### src/rtl/elev_pkg.sv
// elev_pkg: shared types and helpers for the elevator controller.
//   NUM_FLOORS   number of floors served by the car
//   floor_t      floor index type (0..3)
//   state_t      controller FSM states
//   calls_ahead  1 when any latched call lies beyond floor f in the given direction
package elev_pkg;

  localparam int NUM_FLOORS = 4;

  typedef logic [1:0] floor_t;

  typedef enum logic [1:0] {
    IDLE      = 2'd0,
    MOVE_UP   = 2'd1,
    MOVE_DOWN = 2'd2,
    DOOR_OPEN = 2'd3
  } state_t;

  function automatic logic calls_ahead(input logic [NUM_FLOORS-1:0] p,
                                       input floor_t f,
                                       input logic up);
    logic hit;
    hit = 1'b0;
    for (int i = 0; i < NUM_FLOORS; i++) begin
      if (up && (i > int'(f)) && p[i]) hit = 1'b1;
      if (!up && (i < int'(f)) && p[i]) hit = 1'b1;
    end
    return hit;
  endfunction

endpackage

### src/rtl/elev_timer.sv
// elev_timer: loadable down-counter that saturates at zero.
//   clk       system clock
//   rst_n     asynchronous active-low reset (count -> 0)
//   load      load load_val this edge (wins over decrement)
//   load_val  value to load
//   cnt       current count
//   zero      1 when cnt == 0
module elev_timer #(
  parameter int W = 3
) (
  input  logic         clk,
  input  logic         rst_n,
  input  logic         load,
  input  logic [W-1:0] load_val,
  output logic [W-1:0] cnt,
  output logic         zero
);

  always_ff @(posedge clk or negedge rst_n) begin
    if (!rst_n) begin
      cnt <= '0;
    end else if (load) begin
      cnt <= load_val;
    end else if (cnt != '0) begin
      cnt <= cnt - W'(1);
    end
  end

  assign zero = (cnt == '0);

endmodule

### src/rtl/elev_ctrl.sv
// elev_ctrl: 4-floor elevator motion/door controller using a SCAN
// (keep-direction) policy. Feeds floorSel/door to the seven-segment stage.
//   clk        system clock
//   rst_n      asynchronous active-low reset
//   call_req   floor call buttons, bit i = floor i (level or pulse)
//   floorSel   current floor 0..3
//   door       1 = door open
//   moving     1 while in MOVE_UP / MOVE_DOWN
//   dir_up     current or last travel direction, 1 = up
//   pending    latched outstanding calls
//   door_hold  (only with ELEV_DOOR_HOLD_EN) keeps the door open while high
//
// Handshake: there is no valid/ready pair; call_req is a level sampled every
// edge and OR-ed into pending, so a one-cycle pulse is never lost.
// Optional feature macro: ELEV_DOOR_HOLD_EN adds the door_hold input.
// The FSM state is held in the registered enum "state".
module elev_ctrl
  import elev_pkg::*;
#(
  parameter int TRAVEL_CYCLES = 8,
  parameter int DOOR_CYCLES   = 6
) (
  input  logic       clk,
  input  logic       rst_n,
  input  logic [3:0] call_req,
  output logic [1:0] floorSel,
  output logic       door,
  output logic       moving,
  output logic       dir_up,
  output logic [3:0] pending
`ifdef ELEV_DOOR_HOLD_EN
  ,
  input  logic       door_hold
`endif
);

  localparam int MAXC = (TRAVEL_CYCLES > DOOR_CYCLES) ? TRAVEL_CYCLES : DOOR_CYCLES;
  // Largest value ever loaded is MAXC-1.
  localparam int TW = (MAXC > 2) ? $clog2(MAXC) : 1;
  localparam logic [TW-1:0] TRAVEL_LOAD = TW'(TRAVEL_CYCLES - 1);
  localparam logic [TW-1:0] DOOR_LOAD   = TW'(DOOR_CYCLES - 1);

  state_t                  state, state_d;
  floor_t                  floor_q, floor_d, next_floor;
  logic                    door_q, door_d;
  logic                    moving_q, moving_d;
  logic                    dir_q, dir_d;
  logic [NUM_FLOORS-1:0]   pend_q, pend_d, pend_set, pend_clr;
  logic                    tmr_load, tmr_zero;
  logic [TW-1:0]           tmr_val;
  logic [TW-1:0]           tmr_cnt_unused;
  logic                    hold;

`ifdef ELEV_DOOR_HOLD_EN
  assign hold = door_hold;
`else
  assign hold = 1'b0;
`endif

  elev_timer #(.W(TW)) u_timer (
    .clk      (clk),
    .rst_n    (rst_n),
    .load     (tmr_load),
    .load_val (tmr_val),
    .cnt      (tmr_cnt_unused),
    .zero     (tmr_zero)
  );

  always_ff @(posedge clk or negedge rst_n) begin
    if (!rst_n) begin
      state    <= IDLE;
      floor_q  <= '0;
      door_q   <= 1'b0;
      moving_q <= 1'b0;
      dir_q    <= 1'b1;
      pend_q   <= '0;
    end else begin
      state    <= state_d;
      floor_q  <= floor_d;
      door_q   <= door_d;
      moving_q <= moving_d;
      dir_q    <= dir_d;
      pend_q   <= pend_d;
    end
  end

  always_comb begin
    state_d    = state;
    floor_d    = floor_q;
    door_d     = door_q;
    moving_d   = moving_q;
    dir_d      = dir_q;
    tmr_load   = 1'b0;
    tmr_val    = '0;
    pend_set   = call_req;
    pend_clr   = '0;
    next_floor = floor_q;

    case (state)
      IDLE: begin
        // Decisions look only at the registered pending vector.
        if (pend_q[floor_q]) begin
          state_d           = DOOR_OPEN;
          door_d            = 1'b1;
          pend_clr[floor_q] = 1'b1;
          tmr_load          = 1'b1;
          tmr_val           = DOOR_LOAD;
        end else if (calls_ahead(pend_q, floor_q, dir_q)) begin
          state_d  = dir_q ? MOVE_UP : MOVE_DOWN;
          moving_d = 1'b1;
          tmr_load = 1'b1;
          tmr_val  = TRAVEL_LOAD;
        end else if (calls_ahead(pend_q, floor_q, !dir_q)) begin
          dir_d    = !dir_q;
          state_d  = dir_q ? MOVE_DOWN : MOVE_UP;
          moving_d = 1'b1;
          tmr_load = 1'b1;
          tmr_val  = TRAVEL_LOAD;
        end
      end

      MOVE_UP, MOVE_DOWN: begin
        if (tmr_zero) begin
          // Step one floor, saturating at the shaft ends.
          if (state == MOVE_UP) begin
            next_floor = (floor_q == floor_t'(NUM_FLOORS - 1)) ? floor_q : floor_q + floor_t'(1);
          end else begin
            next_floor = (floor_q == floor_t'(0)) ? floor_q : floor_q - floor_t'(1);
          end
          floor_d = next_floor;
          if (pend_q[next_floor]) begin
            state_d              = DOOR_OPEN;
            door_d               = 1'b1;
            moving_d             = 1'b0;
            pend_clr[next_floor] = 1'b1;
            tmr_load             = 1'b1;
            tmr_val              = DOOR_LOAD;
          end else if (calls_ahead(pend_q, next_floor, dir_q)) begin
            tmr_load = 1'b1;
            tmr_val  = TRAVEL_LOAD;
          end else begin
            state_d  = IDLE;
            moving_d = 1'b0;
          end
        end
      end

      DOOR_OPEN: begin
        // A call for the open floor extends the stop instead of latching.
        pend_set[floor_q] = 1'b0;
        if (call_req[floor_q] || hold) begin
          tmr_load = 1'b1;
          tmr_val  = DOOR_LOAD;
        end else if (tmr_zero) begin
          state_d = IDLE;
          door_d  = 1'b0;
        end
      end

      default: begin
        state_d = IDLE;
      end
    endcase

    // Clear wins over a set of the same bit on the same edge.
    pend_d = (pend_q | pend_set) & ~pend_clr;
  end

  assign floorSel = floor_q;
  assign door     = door_q;
  assign moving   = moving_q;
  assign dir_up   = dir_q;
  assign pending  = pend_q;

endmodule

### config.mk
export PLATFORM = sky130hd
export DESIGN_NAME = elev_ctrl
export DESIGN_NICKNAME = d
export VERILOG_FILES = /design/src/rtl/elev_pkg.sv /design/src/rtl/elev_timer.sv /design/src/rtl/elev_ctrl.sv
export SDC_FILE = /design/constraint.sdc
export NUM_CORES = 1
export LEC_CHECK = 0
export BUFFER_PORTS_ARGS = -buffer_cell sky130_fd_sc_hd__buf_2
export CAP_MARGIN = 5
export CORE_ASPECT_RATIO = 0.7
export CORE_MARGIN = 10
export CORE_UTILIZATION = 50
export CTS_CLUSTER_DIAMETER = 30
export DETAILED_ROUTE_END_ITERATION = 10
export GPL_TIMING_DRIVEN = 0
export PLACE_DENSITY = 0.71
export SYNTH_ARGS = -nofsm -noshare
export SYNTH_HDL_FRONTEND = slang
export SYNTH_HIERARCHICAL = 1
export SYNTH_SLANG_ARGS = --single-unit
### constraint.sdc
create_clock -name clk -period 7 [get_ports clk]
set_clock_uncertainty 0.15 [all_clocks]
set_input_delay 0.7 -clock clk [delete_from_list [all_inputs] [get_ports clk]]
set_output_delay 0.7 -clock clk [all_outputs]
set_load 0.02 [all_outputs]
* Yosys cells after proc, flatten, opt, wreduce, memory -nomap -nowiden
Cells that the tools add are included.
** Word-level totals
- Bits in registers :: 14
- Input port bits :: 6
- Output and inout port bits :: 9
- Word-level logic and storage cells :: 185
** Cells by class
- Add/sub/neg operators :: 3
- $lt $le $gt $ge :: 16
- Eq/ne operators :: 13
- Mux-type cells :: 88
- Bitwise gates (word level) :: 7
- Reductions and logical operators :: 51
** Operators by type and width (count)
- 2-to-1 mux 1 bit :: 49
- logical AND 1 bit :: 38
- 2-to-1 mux 2 bit :: 15
- 2-to-1 mux 3 bit :: 9
- 2-to-1 mux 4 bit :: 4
- AND reduction 5 bit :: 3
- != test 2 bit (second input constant) :: 6
- case mux 3 bit (3 select lines) :: 1
- bitwise AND 4 bit :: 2
- > comparator 2 bit (first input constant) :: 4
- < comparator 1 x 2 -> 1 bit (first input constant) :: 4
- inverter 4 bit :: 2
- case mux 4 bit (2 select lines) :: 1
- binary-select mux 1 bit (select 2 bit) :: 3
- == test 2 bit (second input constant) :: 3
- < comparator 2 x 3 -> 1 bit (second input constant) :: 2
- != test 3 bit (second input constant) :: 2
- case mux 1 bit (3 select lines) :: 2
- case mux 2 bit (3 select lines) :: 1
- demux 1 bit (select 2 bit) :: 2
- greater-or-equal comparator 2 x 1 -> 1 bit (second input constant) :: 2
- > comparator 1 x 2 -> 1 bit (first input constant) :: 2
- zero test 2 bit :: 2
- < comparator 2 bit (first input constant) :: 2
- other kinds (15) :: 17

* Longest topological paths before layout
- Depth after elaboration :: 22
- Gate-level depth with buffers :: 11
- Mapped depth without buffers :: 10

* Cells and area by module
The synthesis kept the hierarchy.
** By module, submodules not included
- elev_ctrl :: instances 1, cells an instance 132, area an instance 1111.1 µm², seq. area each 276.5 µm²
- elev_timer :: instances 1, cells an instance 21, area an instance 200.2 µm², seq. area each 75.1 µm²

* Worst setup path before layout
OpenSTA, ideal clock, no wires.
- Path kind :: reg-to-reg
- Start :: reg floor_q[1] (netlist: floorSel[1])
- End :: reg u_timer.cnt[0]
- Library setup time :: 0.156 ns
- Arrival :: 1.998 ns
- Data required time :: 6.694 ns
- Slack :: 4.696 ns
- Stages on the path, launching flop included :: 10
- Path buffers :: 1
- Clock period less this slack :: 2.304 ns
- Cell sequence :: dfrtp_1 buf_4 nand2_1 a21o_1 a21boi_1 o21ai_2 o31ai_1 a21oi_1 nor4b_1 a221oi_1
** Between the ends
- Word-level cells in the longest chain between the ends :: 22
- Elaborated cells on any way between the ends :: 107
- Classes of those cells :: add/sub (2); order compare (12); eq/ne (1); mux (54); reduce/logical (38)
** RTL lines
- start, declared :: RTL line elev_ctrl.sv:44 : floor_t floor_q, floor_d, next_floor;
- start signal, assigned :: RTL line elev_ctrl.sv:79 : floor_q <= floor_d;
- subtractor 2 x 1 -> 2 bit, or another cell as far along :: RTL line elev_ctrl.sv:128 : next_floor = (floor_q == floor_t'(0)) ? floor_q : floor_q - floor_t'(1);
- 2-to-1 mux 2 bit, on equally long branches :: RTL line elev_ctrl.sv:128, elev_ctrl.sv:126
- 2-to-1 mux 2 bit :: RTL line elev_ctrl.sv:125 : if (state == MOVE_UP) begin
- 2-to-1 mux 2 bit :: RTL line elev_ctrl.sv:123 : if (tmr_zero) begin
- 2-to-1 mux 2 bit :: RTL line elev_ctrl.sv:99 : case (state)
- < comparator 1 x 2 -> 1 bit :: RTL line elev_pkg.sv:26 : if (!up && (i < int'(f)) && p[i]) hit = 1'b1;
- logical AND 1 bit (2 in series) :: RTL line elev_pkg.sv:26
- 2-to-1 mux 1 bit :: RTL line elev_pkg.sv:26
- (+6 left out)
- 2-to-1 mux 1 bit :: RTL line elev_ctrl.sv:123
- 2-to-1 mux 1 bit :: RTL line elev_ctrl.sv:99
- 2-to-1 mux 1 bit :: RTL line elev_ctrl.sv:138 : end else if (calls_ahead(pend_q, next_floor, dir_q)) begin
- 2-to-1 mux 1 bit :: RTL line elev_ctrl.sv:131 : if (pend_q[next_floor]) begin
- 2-to-1 mux 1 bit :: RTL line elev_ctrl.sv:123
- case mux 1 bit (3 select lines) (*) :: RTL line elev_ctrl.sv:99
- net tmr_load :: RTL line elev_ctrl.sv:49 : logic tmr_load, tmr_zero;
- 2-to-1 mux 3 bit or nonzero test 2 bit (tied branches)
- end signal, assigned :: RTL line elev_timer.sv:23 : cnt <= load_val;
- end signal, assigned :: RTL line elev_timer.sv:25 : cnt <= cnt - W'(1);
- end, declared :: RTL line elev_timer.sv:15 : output logic [W-1:0] cnt,
Mark *: on every way through the listed nets, which the timed path passes. The rest lies on a longest branch. The select of a mux whose other input is x is not followed.
A chain may end at the register's enable or synchronous reset.

* Worst setup path in the final report
- Start :: reg state[1]
- End :: reg u_timer.cnt[0]
** Between the ends
- Word-level cells in the longest chain between the ends :: 21
- Elaborated cells on any way between the ends :: 47
- Classes of those cells :: order compare (6); eq/ne (3); mux (23); reduce/logical (15)
** RTL lines
- start, declared :: RTL line elev_ctrl.sv:43 : state_t state, state_d;
- start signal, assigned :: RTL line elev_ctrl.sv:78 : state <= state_d;
- == test 2 x 1 -> 1 bit
- 2-to-1 mux 2 bit :: RTL line elev_ctrl.sv:125
- 2-to-1 mux 2 bit :: RTL line elev_ctrl.sv:123
- 2-to-1 mux 2 bit :: RTL line elev_ctrl.sv:99
- < comparator 1 x 2 -> 1 bit :: RTL line elev_pkg.sv:26
- logical AND 1 bit (2 in series) :: RTL line elev_pkg.sv:26
- 2-to-1 mux 1 bit :: RTL line elev_pkg.sv:26
- 2-to-1 mux 1 bit :: RTL line elev_pkg.sv:25 : if (up && (i > int'(f)) && p[i]) hit = 1'b1;
- (+5 left out)
- 2-to-1 mux 1 bit :: RTL line elev_ctrl.sv:123
- 2-to-1 mux 1 bit :: RTL line elev_ctrl.sv:99
- 2-to-1 mux 1 bit :: RTL line elev_ctrl.sv:138
- 2-to-1 mux 1 bit :: RTL line elev_ctrl.sv:131
- 2-to-1 mux 1 bit :: RTL line elev_ctrl.sv:123
- case mux 1 bit (3 select lines) (*) :: RTL line elev_ctrl.sv:99
- net tmr_load :: RTL line elev_ctrl.sv:49
- 2-to-1 mux 3 bit or nonzero test 2 bit (tied branches)
Marks and branches as above.

==> results.cfg <==
[place]
routabilityCongestion = 0.896
dp.cells = 201
io_buffers = 14
hpwlAfterDp_um = 2560

[critical_path]
path_buf_inv = 2
cp_cell_sequence = inv_1 -> ha_1 -> buf_2 -> o21ai_0 -> nand2_1 -> a21oi_1 -> o21ai_2 -> o31ai_1 -> a21oi_1 -> nor4b_1 -> a221oi_1
required_ns = 6.95
end_kind = register
cpLargestDelayFamily = compound AO/OA/AOI/OAI gates
cp.arrival_ns = 2.68
crit_type = reg2reg
critPathMaxFanout = 10
slowest_delay_ns = 0.42
cp_common_cell = a21oi_1
crit_slowest_cell = dfrtp_1
crit_path_start_kind = register

[detailed_routing]
totalWireLength_um = 3370
vias = 1229
drt_first_pass_iters = 4
drt_iter0_drc = 173
avgViaCountPerCell = 6.00
wl_per_cell_um = 16.4
ant_nets = 0
post-route-drc-count = 0

[sta]
slew_viol_final = 0
fmax_ghz = 0.366
maxSlewHeadroom = 0.630
tightestPinTransition_ns = 0.555
period_needed_ns = 2.73
finalHoldViolations = 0
fin_tns_setup_ns = 0
hold_ws_ns = 0.178
rsz0062_at_grt = false
report.final.setup_viol = 0
min_period_over_period = 0.390

[cts]
htreeDepth = 1
numCtsBuffers = 3
clkLatencyLatePin_ns = 0.26
cts-root-buf = clkbuf_8
ctsResizeCount = 0
cts_buffer_depth = 2
cts.sinks = 14
clkTransAtPathRegs_ns = 0.06
cts_tree = yes
postCtsHoldBufs = 0
post_cts_buffers = 0

[yosys]
synth-edff-count = 0
synth_area_leaders = dfrtp_1 (25%), a21oi_1 (5.7%), ha_1 (5.7%), o21ai_0 (3.8%), nor2_1 (3.7%)
async_reset_ff_frac = 1.00
synth_ff_type = dfrtp_1
yosysWarnings = 6
syn_area_per_cell_um2 = 8.57
synth_area_um2 = 1310
synthDistinctLibCells = 52
synth_fp_nets = 165
synth_top_area_frac = 0.248
synth_area_leader_cell = dfrtp_1
synth_seq_area_share = 0.268
synth-seq-cells = 14
netlist_instances = 153

[global_routing]
grt_pass1_vias = 1189
antenna_found_initial = 0
grt.total_usage = 0.136
grt_pass1_wl_um = 5550
grt_overflow = 0
grt_max_degree = 15

[finish]
drive_gt1_frac = 0.246
post-route-util = 0.597
n_antenna_cell = 0
layoutNonFillerInstCount = 205
syn2layout_area_growth_pct = 12.8
nNetsFinal = 184

[floorplanning]
die-area_um2 = 5100
core_area_um2 = 2480
io_pins = 15
die_h_um = 62.8
die_w_um = 81.2
rows = 15
initial_core_util = 0.529

[run_status]
status = finished clean

[power]
p_leak_nw = 0.618
fin_total_pwr_uw = 713
power_density_nw_per_um2 = 482
peakVddDrop_v = 0.000281

[worst_hold_path]
holdCritPathClass = in2async

[flow_run]
cap_viol_max_count = 0
## where the power goes
part | switching (mW) | internal [mW] | leakage [nW]
registers | 0.0284 | 0.116 | 0.157
logic | 0.292 | 0.194 | 0.432
clock network | 0.0320 | 0.0500 | 0.0288
## synth_stat cells (3+ instances only)
master   count
inv_1       11
a32oi_1      3
nand2_1      9
o21ai_0     10
nand3_1      4
nor2b_1      7
ha_1         6
a21oi_1     15
nor3_1       5
buf_2        4
nor2_1      13
a31oi_1      3
dfrtp_1     13
## worst paths after layout
| check | cells after the start | slack (ns) | end | start |
|---|---|---|---|---|
| min | 1 | 0.18 | moving | rst_n |
| min reg2reg | 2 | 0.34 | door | door |
| max reg2reg | 11 | 4.27 | u_timer/cnt[0] | state[1] |
| max | 11 | 4.27 | u_timer/cnt[0] | state[1] |
| min in group clk | 2 | 0.34 | door | door |
| max in group asynchronous | 1 | 6.24 | dir_up | rst_n |
## stage by stage
| step | cell area [um2] | setup WS, ns |
|---|---|---|
| final | 1480 | 4.27 |
| after global routing | 1480 | 4.03 |
| after CTS | 1480 | 4.32 |
| after detailed placement | 1420 | 4.31 |
| after global placement | 1420 | 4.41 |
| after floorplan | 1310 | 4.70 |
## worst reg2reg max path, delay by kind of cell (launching register included)
| kind | cells | cell delay, ns |
|---|---|---|
| compound gates | 6 | 1.07 |
| flops | 1 | 0.42 |
| buf+inv | 2 | 0.27 |
| simple gates | 2 | 0.43 |
| fa+ha+maj | 1 | 0.21 |
## routing by layer
| metal | vias up | global-route usage | share of wire |
|---|---|---|---|
| met5 | - | 0 | 0 |
| met4 | 0 | 0.0582 | 0.013 |
| met3 | 5 | 0.0560 | 0.097 |
| met2 | 44 | 0.184 | 0.42 |
| met1 | 591 | 0.182 | 0.47 |
| li1 | 589 | - | - |
## cells in the final DEF, fill, tap and decap left out, types with 3 or more instances in the layout
| cell | instances |
|---|---|
| nand2_1 | 9 |
| nor2_1 | 13 |
| clkbuf_8 | 4 |
| a32oi_1 | 3 |
| nor3_1 | 5 |
| a21oi_1 | 15 |
| o21ai_0 | 10 |
| buf_2 | 18 |
| a31oi_1 | 3 |
| nand3_1 | 4 |
| inv_1 | 11 |
| nor2b_1 | 7 |
| ha_1 | 6 |
| dfrtp_1 | 13 |
## cell type report
class	count	area, um2
Buffer	10	65.1
Clock buffer	4	55.1
Fill cell	214	998
Inverter	11	41.3
Multi-Input combinational cell	118	853
Sequential cell	14	352
Tap cell	34	42.5
Timing Repair Buffer	14	70.1
## flip-flops by register name, indices dropped and copies added (netlist names)
signal	count
dir_up	1
moving	1
pending	4
state	2
door	1
u_timer/cnt	3
floorSel	2
## logic make-up after synthesis
kind of cell | after synthesis | synth area share
buffers and inverters | 21 | 0.0811
DFF | 14 | 0.268
and+or+nand+nor | 55 | 0.244
xor gates and xnor gates | 1 | 0.00668
muxes | 7 | 0.0782
AOI/OAI and AO/OA | 49 | 0.264
adders and majority gates | 6 | 0.0573
(Power assumes the default switching activity.)
